## src/rtl/mem_arbiter_pkg.sv

```systemverilog
// Shared definitions for the memory-port arbiter: state encodings, grant
// encoding and the default cache-line length.
package mem_arbiter_pkg;

  localparam int LINE_WORDS_DEFAULT = 4;

  typedef enum logic [1:0] {
    ARB_IDLE     = 2'd0,
    ARB_IC_READ  = 2'd1,
    ARB_DC_READ  = 2'd2,
    ARB_DC_WRITE = 2'd3
  } arb_state_e;

  typedef enum logic {
    GNT_IC = 1'b0,
    GNT_DC = 1'b1
  } grant_e;

  function automatic logic is_dc_state(arb_state_e s);
    return (s == ARB_DC_READ) || (s == ARB_DC_WRITE);
  endfunction

endpackage

```

## src/rtl/mem_arbiter_rr_pick2.sv

```systemverilog
// Two-requester round-robin picker: on a tie the requester that did not win
// last time is chosen; a lone requester always wins.
module rr_pick2
  import mem_arbiter_pkg::*;
(
  input  logic   req_ic,
  input  logic   req_dc,
  input  grant_e last_grant,
  output logic   pick_ic,
  output logic   pick_dc
);

  logic tie;

  always_comb begin
    tie     = req_ic & req_dc;
    pick_ic = 1'b0;
    pick_dc = 1'b0;
    if (tie) begin
      pick_ic = (last_grant == GNT_DC);
      pick_dc = (last_grant == GNT_IC);
    end else begin
      pick_ic = req_ic;
      pick_dc = req_dc;
    end
  end

endmodule

```

## src/rtl/mem_arbiter.sv

```systemverilog
// Serialises icache refills, dcache refills and dcache writebacks onto the
// single main-memory port as word beats, one whole line per grant.
module mem_arbiter
  import mem_arbiter_pkg::*;
#(
  parameter int LINE_WORDS = LINE_WORDS_DEFAULT
) (
  input  logic        clock,
  input  logic        reset,
  input  logic        ic_req,
  input  logic [31:0] ic_addr,
  output logic [31:0] ic_rdata,
  output logic        ic_rvalid,
  output logic        ic_done,
  input  logic        dc_req,
  input  logic        dc_we,
  input  logic [31:0] dc_addr,
  input  logic [31:0] dc_wdata,
  output logic        dc_wnext,
  output logic [31:0] dc_rdata,
  output logic        dc_rvalid,
  output logic        dc_done,
  output logic        mem_req,
  output logic        mem_we,
  output logic [31:0] mem_addr,
  output logic [31:0] mem_wdata,
  input  logic [31:0] mem_rdata,
  input  logic        mem_ready,
  output logic        ic_grant,
  output logic        dc_grant,
  output logic        icache_stall,
  output logic        dcache_stall,
  output logic [1:0]  dbg_state
);

  localparam int BEAT_W = $clog2(LINE_WORDS);
  localparam int OFF_W  = BEAT_W + 2;
  localparam int BASE_W = 32 - OFF_W;
  localparam logic [BEAT_W-1:0] LAST_BEAT = BEAT_W'(LINE_WORDS - 1);

  // Handshake: a requester raises req and holds it (with addr/we) until its
  // done pulse; each memory beat completes in a cycle where mem_req and
  // mem_ready are both 1, and the owner's rvalid/wnext mirrors that cycle.

  arb_state_e          state_q, state_d;
  logic [BEAT_W-1:0]   beat_q, beat_d;
  logic [BASE_W-1:0]   base_q, base_d;
  grant_e              last_grant_q, last_grant_d;

  logic pick_ic, pick_dc;
  logic busy, last_beat;
  logic unused_addr_bits;

  assign unused_addr_bits = ^{ic_addr[OFF_W-1:0], dc_addr[OFF_W-1:0]};

  rr_pick2 u_pick (
    .req_ic     (ic_req),
    .req_dc     (dc_req),
    .last_grant (last_grant_q),
    .pick_ic    (pick_ic),
    .pick_dc    (pick_dc)
  );

  always_ff @(posedge clock or negedge reset) begin
    if (!reset) begin
      state_q      <= ARB_IDLE;
      beat_q       <= '0;
      base_q       <= '0;
      last_grant_q <= GNT_IC;
    end else begin
      state_q      <= state_d;
      beat_q       <= beat_d;
      base_q       <= base_d;
      last_grant_q <= last_grant_d;
    end
  end

  // Grant decisions are taken only in IDLE; the dcache direction is folded
  // into the state so later changes of dc_we cannot affect the transfer.
  always_comb begin
    state_d      = state_q;
    beat_d       = beat_q;
    base_d       = base_q;
    last_grant_d = last_grant_q;
    unique case (state_q)
      ARB_IDLE: begin
        if (pick_ic) begin
          state_d      = ARB_IC_READ;
          base_d       = ic_addr[31:OFF_W];
          beat_d       = '0;
          last_grant_d = GNT_IC;
        end else if (pick_dc) begin
          state_d      = dc_we ? ARB_DC_WRITE : ARB_DC_READ;
          base_d       = dc_addr[31:OFF_W];
          beat_d       = '0;
          last_grant_d = GNT_DC;
        end
      end
      default: begin
        if (mem_ready) begin
          if (beat_q == LAST_BEAT) begin
            state_d = ARB_IDLE;
            beat_d  = '0;
          end else begin
            beat_d = beat_q + BEAT_W'(1);
          end
        end
      end
    endcase
  end

  always_comb begin
    busy      = (state_q != ARB_IDLE);
    last_beat = busy & mem_ready & (beat_q == LAST_BEAT);

    mem_req   = busy;
    mem_addr  = busy ? {base_q, beat_q, 2'b00} : 32'h0;
    mem_we    = (state_q == ARB_DC_WRITE);
    mem_wdata = mem_we ? dc_wdata : 32'h0;

    ic_grant  = (state_q == ARB_IC_READ);
    dc_grant  = is_dc_state(state_q);

    ic_rvalid = ic_grant & mem_ready;
    ic_rdata  = ic_rvalid ? mem_rdata : 32'h0;
    ic_done   = ic_grant & last_beat;

    dc_rvalid = (state_q == ARB_DC_READ) & mem_ready;
    dc_rdata  = dc_rvalid ? mem_rdata : 32'h0;
    dc_wnext  = mem_we & mem_ready;
    dc_done   = dc_grant & last_beat;

    icache_stall = ic_req & ~ic_done;
    dcache_stall = dc_req & ~dc_done;
    dbg_state    = state_q;
  end

endmodule

```

## config.mk

```make
export PLATFORM = sky130hd
export DESIGN_NAME = mem_arbiter
export DESIGN_NICKNAME = d
export VERILOG_FILES = /design/src/rtl/mem_arbiter_pkg.sv /design/src/rtl/mem_arbiter_rr_pick2.sv /design/src/rtl/mem_arbiter.sv
export SDC_FILE = /design/constraint.sdc
export NUM_CORES = 1
export LEC_CHECK = 0
export BUFFER_PORTS_ARGS = -buffer_cell sky130_fd_sc_hd__buf_2
export CAP_MARGIN = 20
export CORE_AREA = 2 2 108 110
export CTS_CLUSTER_SIZE = 8
export DETAILED_ROUTE_END_ITERATION = 10
export DIE_AREA = 0 0 110 112
export GPL_ROUTABILITY_DRIVEN = 0
export GPL_TIMING_DRIVEN = 0
export MAX_ROUTING_LAYER = met4
export PLACE_DENSITY_LB_ADDON = 0.12
export SYNTH_ARGS = -nofsm -noshare
export SYNTH_HDL_FRONTEND = slang
export SYNTH_SLANG_ARGS = --single-unit
```

## constraint.sdc

```tcl
create_clock -name clock -period 1.3 [get_ports clock]
set_clock_uncertainty 0.1 [all_clocks]
set_input_delay 0.26 -clock clock [delete_from_list [all_inputs] [get_ports clock]]
set_output_delay 0.26 -clock clock [all_outputs]
set_load 0.05 [all_outputs]
```

==> summary.md <==
| Metric | Value |
|---|---|
| Status | finished, violations left |
| Violated checks | hold timing, setup timing |
| Crit Path Class | flip-flop to output port |
| Post-route ant nets | 0 |
| Synth Area in Simple Gates | 40.25% |
| Drt pass-1 iters | 6 |
| Worst reg-to-reg path cell count | 11 |
| Full die area | 12320 sq um |
| Post-Syn Area | 2592 sq um |
| Register area share after synthesis | 31.85% |
| Crit end category | output port |
| Final period util | 150.1% |
| Most frequent cells in the layout | 130 x buf_2, 123 x buf_8, 94 x and2_4 |
| Post-route setup slack | -651.2 ps |
| Die height | 112 microns |
| # DRC | 0 |
| Largest net degree at the start of global routing | 34 |
| Max Cap Violations | 0 |
| Crit-path max FO | 5 |
| CTS root buf | clkbuf_16 |
| Layout cell share with drive strength beyond 1 | 75.46% |
| Adder-Cell Fraction of Synth Area | 0.4826% |
| Post-Synth XOR/XNOR Area | 0% |
| Slew Limit Fails | 0 |
| Endpoints failing hold | 33 |
| Pre-CTS WS | -611.5 ps |
| Worst-Margin Slew | 799.3 ps |
| Vias per std cell | 4.802 |
| Global route total overflow | 0 |
| Synth unique cells | 26 |
| Syn_area_per_cell | 7.536 sq um |
| Aggregate routed wire length | 14.29 mm |
| Most common cell after layout, fill and taps aside | buf_2 |
| Syn-to-layout area delta | 159.5% |
| First DRT Iteration DRCs | 169 |
| DR vias | 3827 |
| Per-cell routed wire length | 17.92 microns |
| Die W | 110 microns |
| Global-route wire length before repair | 19.18 mm |
| Final nets | 786 |
| PD cells | 2766 nW/um^2 |
| WP data arrival | 1590 ps |
| LEAKAGE | 3.203 nW |
| Worst vdd ir | 1.752 mV |
| Initial core utilization | 23.20% |
| Main combinational cell family by area after synthesis | simple AND/OR/NAND/NOR gates |
| WHS | -31.09 ps |
| Final Non-Filler Cells | 797 |
| Number of core rows | 39 |
| Max clock buf depth | 2 |
| Inserted Clock Buffers | 5 |
| CTS H-Tree Depth | 2 |
| Worst hold path class | primary input to async pin |
| # IOs | 275 |
| Startpoint Class | flip-flop |
| Num Clock Sinks | 33 |
| Port Buffers | 264 |
| Inst Count DP | 752 |
| Core area | 11170 sq um |
| Final setup viols | 172 |
| Worst rel slew slack | 46.71% |
| Worst-path clk slew | 50 ps |
| Synth Warn # | 0 |
| Period minus WS final | 1951 ps |
| Clk_lat worst skew | 270 ps |
| Unrepaired setup endpoints after global routing | yes |
| Initial antenna violation count | 2 |
| Fmax | 0.5125 GHz |
| FF+latch count, synth | 33 |
| Synth Instances | 344 |
| CTS tree | built |
| Complex-gate fraction of the synthesized area | 19.16% |
| WP data required | 940 ps |
| Gr usage total | 20.37% |
| Vias in the first global route | 3719 |
| DP HPWL | 9.359 mm |
| Mux cell area share after synthesis | 0.4344% |
[synth_stat cells]
cell / number / area [sq um]
and3b_1: 1 / 8.760
nand2_1: 5 / 18.77
or2_1: 1 / 6.260
buf_2: 6 / 30.03
o21ai_1: 5 / 25.02
and2_4: 1 / 8.760
a21oi_1: 29 / 145.1
ha_1: 1 / 12.51
o21ai_0: 25 / 125.1
dfrtp_1: 33 / 825.8
nor3_1: 1 / 5.000
a31o_2: 2 / 17.52
a22o_1: 1 / 8.760
mux2_2: 1 / 11.26
buf_4: 4 / 30.03
clkbuf_1: 29 / 108.9
nand3_1: 28 / 140.1
buf_6: 2 / 22.52
conb_1: 1 / 3.750
inv_1: 2 / 7.510
and3_1: 35 / 219.0
nor2b_1: 3 / 18.77
and2_1: 96 / 600.6
nand2b_1: 1 / 6.260
a31oi_1: 28 / 175.2
nor2_1: 3 / 11.26
[per-stage QoR]
stage / TNS (ps) / cell area (sq um) / power (mW) / util (%)
6_report: -93450 / 6728 / 18.61 / 60.21
5_1_grt: -102830 / 6728 / 19.38 / 60.21
4_1_cts: -86140 / 6090 / 17.07 / 54.50
3_5_place_dp: -64490 / 4603 / 12.36 / 41.19
3_3_place_gp: -63160 / 4603 / 12.30 / 41.19
2_1_floorplan: -46630 / 3103 / 10.24 / -
[routing by layer]
metal / GRT usage [%] / vias to the layer above / share of wire, %
met4: 5.232 / 0 / 2.0
met3: 3.981 / 22 / 7.4
met5: - / - / 0
li1: - / 1805 / -
met2: 36.48 / 165 / 54
met1: 22.74 / 1835 / 36
[power by group]
part	leakage [nW]	internal, mW	switching [mW]
clock network	0.0706	0.703	0.444
registers	0.368	1.56	0.378
logic	2.76	7.21	8.31
[worst max-delay path, cell delays in order, from the launching register on]
cell and delay [ps]:
dfrtp_2 450, buf_6 140, nor2_4 240, clkbuf_16 200, and2_4 150, buf_8 140
[cell families after synthesis]
logic type                 after synthesis
buffers and inverters                   43
adders and majority gates                1
and+or+nand+nor                        175
other                                    1
DFF                                     33
muxes                                    1
AOI/OAI and AO/OA                       90
[what timing repair did]
action                     4_1_cts  5_1_grt
hold endpoints to repair        33        0
setup endpoints to repair      172      172
pin swaps                       31       16
buffers inserted                14       17
resized for setup              363      135
gates cloned                     5        3
[layout make-up]
class	instances	area, sq um
well taps	143	178.9
inverters	2	12.51
flip-flops and latches	33	828.3
diodes	2	5.005
multi-input cells	269	2128
fillers	914	4447
repair buffers	301	3013
clock buffers	6	128.9
plain buffers	39	422.9
clock inverters	2	10.01
[path summary, 6_finish.rpt]
check | from | end | slack (ps)
setup / recovery | dbg_state[0] | dc_rdata[25] | -650
hold / removal | reset | base_q[13] | -30
setup reg to reg | dbg_state[1] | base_q[9] | -590
hold reg to reg | base_q[3] | base_q[3] | 450
max in group asynchronous | reset | dbg_state[1] | 560
min in group clock | dc_we | dbg_state[0] | 150
[state kept, by name, indices dropped and copies added, names as in the netlist]
| signal | cells |
|---|---|
| base_q | 28 |
| beat_q | 2 |
| dbg_state | 2 |
| last_grant_q | 1 |
Power figures use the tool's default switching activity.
